==> src/rtl/yutorina_spr.sv <==
// yutorina_spr_ctrl: shares the SPR port between EX stage and debug unit,
// and sequences tear-free H/L/H reads of the 64-bit cycle counter.
module yutorina_spr_ctrl #(
  parameter int unsigned ADDR_W = 5,
  parameter int unsigned DATA_W = 32,
  parameter logic [ADDR_W-1:0] CNT_L_ADDR = 'h01,
  parameter logic [ADDR_W-1:0] CNT_H_ADDR = 'h02,
  parameter int unsigned STARVE_MAX = 4
) (
  input  logic              clk,
  input  logic              rst,
  input  logic              cpu_req,
  input  logic [ADDR_W-1:0] cpu_addr,
  input  logic              cpu_wr,
  input  logic [DATA_W-1:0] cpu_w_data,
  output logic [DATA_W-1:0] cpu_r_data,
  output logic              cpu_stall,
  input  logic              dbg_req,
  input  logic [ADDR_W-1:0] dbg_addr,
  input  logic              dbg_wr,
  input  logic [DATA_W-1:0] dbg_w_data,
  output logic              dbg_ack,
  output logic [DATA_W-1:0] dbg_r_data,
  output logic [ADDR_W-1:0] spr_addr,
  output logic              spr_wr,
  output logic [DATA_W-1:0] spr_w_data,
  input  logic [DATA_W-1:0] spr_r_data
);

  typedef enum logic [2:0] {
    IDLE, RD_H0, RD_L, RD_H1, DACK
  } state_t;

  localparam logic [3:0] SMAX = 4'(STARVE_MAX);

  state_t state, state_n;
  logic own, own_n;
  logic [3:0] starve_cnt, starve_n;
  logic [1:0] shvalid, shvalid_n;
  logic [1:0][DATA_W-1:0] shadow, shadow_n;
  logic [DATA_W-1:0] h0, h0_n;
  logic [DATA_W-1:0] lo, lo_n;
  logic dbg_ack_n;
  logic [DATA_W-1:0] dbg_r_data_n;

  logic dbg_win;
  logic [ADDR_W-1:0] m_addr;
  logic m_wr;
  logic [DATA_W-1:0] m_wd;
  logic done;
  logic [DATA_W-1:0] rd;
  logic cpu_done;

  assign dbg_win = dbg_req & (~cpu_req | (starve_cnt == SMAX));
  assign m_addr = dbg_win ? dbg_addr : cpu_addr;
  assign m_wr = dbg_win ? dbg_wr : cpu_wr;
  assign m_wd = dbg_win ? dbg_w_data : cpu_w_data;

  always_ff @(posedge clk or negedge rst) begin
    if (!rst) begin
      state <= IDLE;
      own <= 1'b0;
      starve_cnt <= '0;
      shvalid <= '0;
      shadow <= '0;
      h0 <= '0;
      lo <= '0;
      dbg_ack <= 1'b0;
      dbg_r_data <= '0;
    end else begin
      state <= state_n;
      own <= own_n;
      starve_cnt <= starve_n;
      shvalid <= shvalid_n;
      shadow <= shadow_n;
      h0 <= h0_n;
      lo <= lo_n;
      dbg_ack <= dbg_ack_n;
      dbg_r_data <= dbg_r_data_n;
    end
  end

  always_comb begin
    state_n = state;
    own_n = own;
    starve_n = starve_cnt;
    shvalid_n = shvalid;
    shadow_n = shadow;
    h0_n = h0;
    lo_n = lo;
    dbg_ack_n = 1'b0;
    dbg_r_data_n = dbg_r_data;
    spr_addr = '0;
    spr_wr = 1'b0;
    spr_w_data = '0;
    cpu_r_data = '0;
    cpu_done = 1'b0;
    done = 1'b0;
    rd = '0;
    unique case (state)
      IDLE: begin
        if (dbg_req & cpu_req & ~dbg_win)
          starve_n = (starve_cnt == SMAX) ? SMAX : starve_cnt + 4'd1;
        else
          starve_n = '0;
        if (cpu_req | dbg_req) begin
          own_n = dbg_win;
          // The grant cycle doubles as the first H read
          if (~m_wr & (m_addr == CNT_L_ADDR)) begin
            spr_addr = CNT_H_ADDR;
            h0_n = spr_r_data;
            state_n = RD_L;
          end else if (~m_wr & (m_addr == CNT_H_ADDR) & shvalid[dbg_win]) begin
            shvalid_n[dbg_win] = 1'b0;
            rd = shadow[dbg_win];
            done = 1'b1;
          end else begin
            spr_addr = m_addr;
            spr_wr = m_wr;
            spr_w_data = m_wd;
            rd = spr_r_data;
            if (m_wr)
              shvalid_n[dbg_win] = 1'b0;
            done = 1'b1;
          end
          if (done) begin
            if (dbg_win) begin
              dbg_r_data_n = rd;
              dbg_ack_n = 1'b1;
              state_n = DACK;
            end else begin
              cpu_done = 1'b1;
              cpu_r_data = rd;
            end
          end
        end
      end
      RD_H0: begin
        spr_addr = CNT_H_ADDR;
        h0_n = spr_r_data;
        state_n = RD_L;
      end
      RD_L: begin
        spr_addr = CNT_L_ADDR;
        lo_n = spr_r_data;
        state_n = RD_H1;
      end
      RD_H1: begin
        spr_addr = CNT_H_ADDR;
        if (spr_r_data == h0) begin
          shadow_n[own] = h0;
          shvalid_n[own] = 1'b1;
          if (own) begin
            dbg_r_data_n = lo;
            dbg_ack_n = 1'b1;
            state_n = DACK;
          end else begin
            cpu_done = 1'b1;
            cpu_r_data = lo;
            state_n = IDLE;
          end
        end else begin
          h0_n = spr_r_data;
          state_n = RD_L;
        end
      end
      DACK: state_n = IDLE;
      default: state_n = IDLE;
    endcase
  end

  assign cpu_stall = cpu_req & ~cpu_done;

endmodule

==> config.mk <==
export PLATFORM = sky130hd
export DESIGN_NAME = yutorina_spr_ctrl
export DESIGN_NICKNAME = d
export VERILOG_FILES = /design/src/rtl/yutorina_spr.sv
export SDC_FILE = /design/constraint.sdc
export NUM_CORES = 1
export LEC_CHECK = 0
export BUFFER_PORTS_ARGS = -buffer_cell sky130_fd_sc_hd__buf_2
export CELL_PAD_IN_SITES_DETAIL_PLACEMENT = 0
export CELL_PAD_IN_SITES_GLOBAL_PLACEMENT = 2
export CORE_ASPECT_RATIO = 0.75
export CORE_MARGIN = 2
export CORE_UTILIZATION = 25
export DETAILED_ROUTE_END_ITERATION = 8
export MAX_ROUTING_LAYER = met4
export PLACE_DENSITY = 0.71
export SYNTH_ARGS = -nofsm -noshare
export SYNTH_HDL_FRONTEND = slang
export SYNTH_SLANG_ARGS = --single-unit
==> constraint.sdc <==
create_clock -name clk -period 3.1 [get_ports clk]
set_clock_uncertainty 0.1 [all_clocks]
set_input_delay 0.155 -clock clk [delete_from_list [all_inputs] [get_ports clk]]
set_output_delay 0.155 -clock clk [all_outputs]
set_load 0.01 [all_outputs]
==> results of run 1 <==
[report_power, final]
part / switching (mW) / leakage (nW) / internal, mW
Sequential: 0.540 / 2.17 / 2.90
Combinational: 1.24 / 3.18 / 1.42
Clock: 0.974 / 0.288 / 1.32
Total: 2.76 / 5.64 / 5.63
[through the flow]
step                      total power [mW]  TNS [ns]   util  hold slack [ns]  instance area (um2)
after global placement                5.99         0  0.305            0.136                10500
after global routing                  8.88     -1.04  0.343           0.0758                11800
after floorplan                       5.00         0      -           -0.241                 8690
after detailed placement              6.05         0  0.305            0.128                10500
after CTS                             8.43   -0.0144  0.336           0.0342                11600
final                                 8.39         0  0.343           0.0654                11800
[layout make-up]
class	count	area, um2	share of cell area
timing repair buffer	292	2030	0.171
sequential	171	4280	0.362
tap	457	572	0.0483
clock buffer	19	453	0.0383
clock inverter	12	164	0.0139
multi-input combinational	509	4320	0.365
inverter	4	15.0	0.00127
[state kept, by name (all words and copies together), names as in the netlist]
signal      cells
dbg_ack         1
shadow         64
own             1
starve_cnt      4
state           3
h0             32
shvalid         2
dbg_r_data     32
lo             32
[per-layer routing]
metal	track usage	share of wire	vias up
li1	-	-	3223
met1	0.220	0.48	3511
met2	0.245	0.47	153
met3	0.0262	0.043	10
met4	0.0326	0.0044	0
met5	-	0	-
[logic make-up (layout without fill, tap and decap cells)]
kind of cell               count (synthesis)  count (layout)  synth area share
xor gates and xnor gates                  32              32            0.0322
adders and majority gates                  2               2           0.00288
AOI/OAI and AO/OA                        177             177             0.159
and+or+nand+nor                          134             134            0.0743
DFF                                      171             171             0.492
muxes                                    164             164             0.212
buffers and inverters                     57             327            0.0275
[cells in the final DEF, fill, tap and decap left out, drive strengths merged, types with 2 or more instances in the layout]
cell type    instances
nand2               77
nand3                2
clkbuf              24
bufinv               3
xnor2               32
clkinvlp             4
dlygate4sd3         33
nand3b               3
nor3                 6
and2                10
a221o                9
ha                   2
o21bai               2
nor3b                3
and3                 2
o21ai                5
mux2i                2
a211oi               4
a21o                25
a22o                87
clkinv               3
nand4                9
dfrtp              171
mux2               162
nor2                 9
or2                  2
a21oi               39
or4                  2
buf                254
inv                  6
nand2b               2
[timing repair]
item | in CTS | in global routing
endpoints found under the setup margin | 66 | 66
setup buffers | 4 | 7
resized for setup | 18 | 18
pin swaps | 1 | 11
endpoints found under the hold margin | 130 | 0
gates cloned | 1 | 5
hold buffers | 33 | 0
[cell usage after synthesis (2+ instances only)]
cell type,count
o21ai_0,5
nor2_1,8
and2_1,8
and3_1,2
buf_4,3
a21oi_1,39
o21bai_1,2
a211oi_1,2
dfrtp_1,171
a22o_1,87
nand3b_1,3
nor3_1,6
a21o_1,25
clkbuf_1,39
and2_0,2
mux2i_1,2
inv_1,4
a221o_1,9
xnor2_1,32
mux2_2,162
nand4_1,9
ha_1,2
nor3b_1,2
nand2_1,77
a211oi_2,2
nand2b_1,2
nand3_1,2
buf_2,11
[worst paths after layout]
path / startpoint / to / slack, ns / depth (start not counted)
setup / recovery: starve_cnt[1] / cpu_r_data[13] / 0.04 / 11
hold / removal: cpu_req / starve_cnt[3] / 0.07 / 3
setup reg to reg: starve_cnt[1] / dbg_r_data[19] / 0.18 / 10
hold reg to reg: shadow[7] / shadow[7] / 0.40 / 1
max in group asynchronous: rst / h0[27] / 1.93 / 3
min in group asynchronous: rst / dbg_r_data[11] / 0.21 / 2
[worst register-to-register path, stage by stage, from the launching register on]
cell	delay (ns)
dfrtp_1	0.37
inv_2	0.06
ha_4	0.15
and4b_2	0.25
a21oi_4	0.16
mux2_4	0.34
buf_4	0.14
nor2_2	0.72
buf_12	0.26
a22o_1	0.16
mux2_2	0.14
==> results, run 1 <==
- The flow ran to the end, and the final reports show no timing, DRC or antenna violations.
- The die covers 36300 um2.
- Port buffering added 215 buffers.
- The worst path in the final design needs a cycle of 3.06 ns, including I/O delays and setup.
- The later pin in the worst-skew pair is clocked with a latency of 0.44 ns.
- The biggest area consumer among synthesized cells is dfrtp_1.
- The number of buffers inserted during clock tree synthesis is 17.
- CTS built an H-tree with a depth of 4.
- The synthesized design contains 0 enable-type register cells.
- In the routed layout, each cell is associated on average with a via count of 4.71.
- The number of antenna violations at the first check in global routing was 1.
- The maximum resistive drop on vdd is 350 uV.
- The placer's final routability congestion estimate is 0.752.
- The first-pass GRT wire length is 41800 um.
- The initialized floorplan defines 59 standard-cell rows.
- The fmax is 327 MHz.
- The critical path start-end classification is reg -> out.
- The sequential cell area fraction in the yosys report is 0.492.
- The starting density of the core is 0.252.
- The maximum count of clock buffers along a single path is 2.
- Setup violations remaining at the end of the flow were counted as 0.
- The worst setup path is captured at a primary output.
- The total area inside the core boundary comes to 34500 um2.
- The number of max-slew violations in the final report was 0.
- The leftover overflow at the end of global routing is 0.
- The layout-stage area growth over the synthesis result is 36.1%.
- The total global routing track utilization is 0.159.
- The number of failing hold endpoints at the final stage is 0.
- The post-synth design cell area is 8690 um2.
- The cell with the biggest individual delay on the critical path is dfrtp_1.
- The proportion of synthesized flip-flops having asynchronous set or reset is 1.00.
- The final-stage net count is 1109.
- Once routing completed, OpenROAD measured the worst setup slack at 0.0428 ns.
- In this run the power density over the cells is 709 nW/um2.
- The synthesized netlist net count is 851.
- Clock-pin slew was measured on the worst setup and hold paths at 0.07 ns.
- After legalization and detailed placement, the total HPWL measured 19100 um.
- The detailed-router iteration count before antenna repair is 4.
- Walking the worst path, the cells encountered are inv_2 -> ha_4 -> and4b_2 -> a21oi_4 -> mux2_4 -> or2_4 -> nor2_4 -> buf_6 -> buf_12 -> a22o_1 -> buf_2.
- The cell count after synthesis came out at 737.
- Along the worst path, the maximum fanout reaches 7.
- Setup repair after global routing could not meet its margin everywhere.
- The number of instances in the placed design is 1384.
- On the critical path the largest part of the delay comes from simple AND/OR/NAND/NOR gates.
- The worst hold path belongs to the class in -> reg.
- The max-cap check violation count is 0.
- The flip-flop cell with the highest count after synthesis is dfrtp_1.
- In the routed design, unresolved DRC markers number 0.
- The total leakage power is 5.64 nW.
- The critical path arrival is 2.80 ns.
- The filler cells instantiated in the layout total 3506.
- The height of the die is 165 um.
- Timing analysis after detailed placement gives a worst setup slack of 0.165 ns.
- Counting both buffers and inverters, the worst setup path holds a total of 4.
- The unique cell type count in the Yosys netlist is 47.
- For this run, the slowest stage of the critical path takes 0.37 ns.
- The worst pin sits at a relative slew slack of 0.371.
- At the pin with the least slew margin, the transition time is 0.942 ns.
- Of the post-synthesis cell area, the dominant cell type holds 0.492.
- TritonCTS built the clock tree.
- The pin count of the biggest net entering global routing is 69.
- For this design the top-level I/O count stands at 216.
- The count of antenna diodes in the layout is 0.
- The CTS root buffer is clkbuf_16.
- The flop and latch count out of synthesis is 171.
- The mean cell area of the mapped netlist is 11.8 um2.
- The routed layout has 6897 vias.
- After detailed routing, the average wire length per cell comes to 19.9 um.
- The required time of the critical path is 2.84 ns.
- The detailed-route wire length is 29100 um.
- The total clock sinks is 171.
- In this run the remaining antenna-violating nets after routing total 0.
- The die extent in x is 219 um.
- In the final layout, the share of cells above drive strength 1 is 0.478.
- The via count of the first global-routing pass is 6705.
- After synthesis, the cell types taking the most area are dfrtp_1, mux2_2, a22o_1.
- The count of yosys warnings during synthesis is 0.
- After the flow finishes, the layout carries non-filler instances totaling 1464.
- The portion of the clock cycle consumed by the worst path in the final layout is 0.986.
- The element type at the critical path start is a flop.
- In this run, the number of DRC markers left after iteration 0 of detailed routing was 333.
Note: power is estimated with default switching activity, not from simulation.
==> run 2, diff against run 1 <==
SETUP_SLACK_MARGIN = 0.1   (was default)
==> run 2 against run 1 <==
- critical path depth rose by 1
- flip-flop and latch count did not move
- combinational power barely moved
- via count rose by 0.22%
- largest cell class unchanged
- routed wire length rose by 0.60%
- critical endpoint is now cpu_r_data[29]
- worst setup slack got worse by 0.022 ns
==> results, run 2 (synthesized netlist as in run 1, its figures left out) <==
- The leftover overflow at the end of global routing is 0 (unchanged).
- The remaining max-slew budget at the tightest pin is 0.374 (was 0.371).
- The critical path arrival is 2.82 ns (was 2.80 ns).
- The number of input and output port buffers inserted came to 215 (unchanged).
- The met1 capacity usage during global routing is 0.221 (was 0.220).
- The number of failing hold endpoints at the final stage was 0 (unchanged).
- The shortest clock period the worst path allows after layout came to 3.08 ns (was 3.06 ns).
- The final sum of negative setup slack is 0 ns (unchanged).
- The clock insertion delay at the later pin of the skew report is 0.44 ns (about the same).
- The required time of the critical path is 2.84 ns (about the same).
- The number of antenna violations at the first check in global routing is 1 (unchanged).
- The clock tree from TritonCTS was yes (unchanged).
- The portion of the clock cycle consumed by the worst path in the final layout is 0.993 (was 0.986).
- The critical path start-end classification is reg -> out (unchanged).
- The final standard cell area without fillers is 12000 um2 (was 11800 um2).
- The worst hold path depth is 3 (unchanged).
- The most heavily used metal layer in global routing was met2 (unchanged).
- The I/O pin total is 216 (unchanged).
- The met3 demand-to-capacity share in global routing is 0.0302 (was 0.0262).
- The post-DP HPWL came to 19100 um (unchanged).
- The final cell utilization of the core was 0.348 (was 0.343).
- The total power density per cell area is 699 nW/um2 (was 709 nW/um2).
- The via density per instance was 4.71 (about the same).
- The element type at the critical path start is a flop (unchanged).
- The height of the die was 165 um (unchanged).
- The total cell area at the placement stage is 10500 um2 (unchanged).
- The area inside the core boundary came to 34500 um2 (unchanged).
- The fmax is 325 MHz (was 327 MHz).
- The register with the most flip-flops is shadow (unchanged).
- The class of the tightest hold or removal check was in -> reg (unchanged).
- The total number of vias came to 6912 (was 6897).
- The iteration-0 DRC count of the detailed router is 320 (was 333).
- The footprint of the flip-flops and latches is 4280 um2 (unchanged).
- The detailed-route wire length is 29200 um (was 29100 um).
- The share of final-layout standard cells stronger than drive strength 1 is 0.507 (was 0.478).
- The total global routing track utilization is 0.162 (was 0.159).
- The routed wire length per instance is 19.9 um (about the same).
- Unrepaired setup endpoints after global routing: true (unchanged).
- The placer's final routability congestion estimate is 0.752 (unchanged).
- The maximum resistive drop on vdd came to 345 uV (was 350 uV).
- The leading cell type in the layout, fill and taps excluded is buf_2 (unchanged).
- The final hold slack is 0.0679 ns (was 0.0654 ns).
- The count of antenna diodes in the layout is 0 (unchanged).
- The count of placed standard cells in the final layout, fillers left out is 1466 (was 1464).
- The max-cap check violation count is 0 (unchanged).
- The CTS root buffer is clkbuf_16 (unchanged).
- The pre-CTS setup slack was 0.165 ns (unchanged).
- The reg-to-reg setup timing slack came to 0.21 ns (was 0.18 ns).
- The layout-stage area growth over the synthesis result came to 37.9% (was 36.1%).
- The total leakage power came to 5.64 nW (about the same).
- The overall power after layout is 8.38 mW (was 8.39 mW).
- The number of flip-flops under the largest register name was 64 (unchanged).
- The number of instances in the placed design is 1384 (unchanged).
- The critical path capture point type is a primary output (unchanged).
- The register clock-pin slew on the reported worst setup and hold paths was 0.08 ns (was 0.07 ns).
- Run status: completed (unchanged).
- The area of the multi-input gates is 4430 um2 (was 4320 um2).
- The pin count of the biggest net entering global routing came to 69 (unchanged).
- The peak fanout along the critical path is 9 (was 7).
- The first-pass GRT wire length came to 42400 um (was 41800 um).
- The capture endpoint of the worst hold path is starve_cnt[3] (unchanged).
- The number of core rows is 59 (unchanged).
- The via count of the first global-routing pass is 6798 (was 6705).
- The final worst-path setup slack is 0.0209 ns (was 0.0428 ns).
- The area enclosed by the die boundary is 36300 um2 (unchanged).
- The launch instance of the worst register-to-register path is starve_cnt[1] (unchanged).
- The detailed-router iteration count before antenna repair is 4 (unchanged).
- The startpoint of the lowest-slack hold path is cpu_req (unchanged).
- The maximum count of clock buffers along a single path is 2 (unchanged).
- The number of max-slew violations in the final report came to 0 (unchanged).
- The met2 capacity usage during global routing is 0.249 (was 0.245).
- The worst reg2reg path endpoint is dbg_r_data[19] (unchanged).
- The transition time of the tightest slew-check pin came to 0.938 ns (was 0.942 ns).
- The depth of the CTS H-tree is 4 (unchanged).
- The final-stage net count was 1111 (was 1109).
- The number of buffers inserted during clock tree synthesis is 17 (unchanged).
- The setup violation total in the final timing report is 0 (unchanged).
- The DRC violation count after routing is 0 (unchanged).
- The die extent in x came to 219 um (unchanged).
- The length in cells of the worst reg-to-reg path is 10 (unchanged).
- The number of filler cells placed in the layout is 3502 (was 3506).
- The starting density of the core is 0.252 (unchanged).
- The remaining number of nets flagged by the antenna check after routing is 0 (unchanged).
- The total clock sinks was 171 (unchanged).
- Most used cells in the layout excluding fill and tap cells: buf_2, dfrtp_1, mux2_2 (unchanged).
==> run 2: cell types whose count changed in the layout (fill, tap and decap cells not counted), sizes merged <==
| cell | before | now |
|---|---|---|
| buf | 254 | 257 |
| clkbuf | 24 | 23 |
==> run 2: area by class of cell <==
cell class                 instances  share of cell area
clock inverter                    12              0.0137
timing repair buffer             294               0.174
multi-input combinational        509               0.369
tap                              457              0.0477
sequential                       171               0.357
clock buffer                      19              0.0378
inverter                           4             0.00125
==> run 2: worst max-delay path by stage <==
stage                           to  cells past startpoint          start  slack [ns]
global placement    cpu_r_data[13]                     11  starve_cnt[0]        0.17
detailed placement  cpu_r_data[13]                     11  starve_cnt[0]        0.16
finish              cpu_r_data[29]                     12  starve_cnt[1]        0.02
global route        cpu_r_data[21]                     12  starve_cnt[1]       -0.09
floorplan            cpu_r_data[0]                      9  starve_cnt[0]        0.43
CTS                 cpu_r_data[13]                     12  starve_cnt[1]        0.01
==> run 2: repair_timing <==
item,CTS,global route
endpoints found under the setup margin,67,78
cloned,3,4
endpoints found under the hold margin,130,0
gates resized for setup,36,29
hold buffers,33,0
setup buffers,7,4
pin swaps,2,8
==> run 2: per-layer routing <==
metal / wire [um] / share of wire / up-vias
met5: 0 / 0 / -
met1: 14400 / 0.49 / 3542
li1: - / - / 3227
met4: 159 / 0.0054 / 0
met3: 1060 / 0.036 / 10
met2: 13600 / 0.46 / 133
==> run 2: power breakdown <==
part	total [mW]	switching, mW	internal (mW)
Clock	2.29	0.970	1.32
Sequential	3.43	0.534	2.90
Combinational	2.66	1.25	1.41
==> run 2: critical path: stages (launching register included) <==
cell and delay (ns):
dfrtp_1 0.37, inv_2 0.06, ha_4 0.15, and4b_2 0.26
a21oi_4 0.14, mux2_4 0.32, buf_6 0.12, or2_4 0.25
nor2_4 0.15, buf_12 0.15, clkbuf_16 0.15, a22o_1 0.13
buf_2 0.13
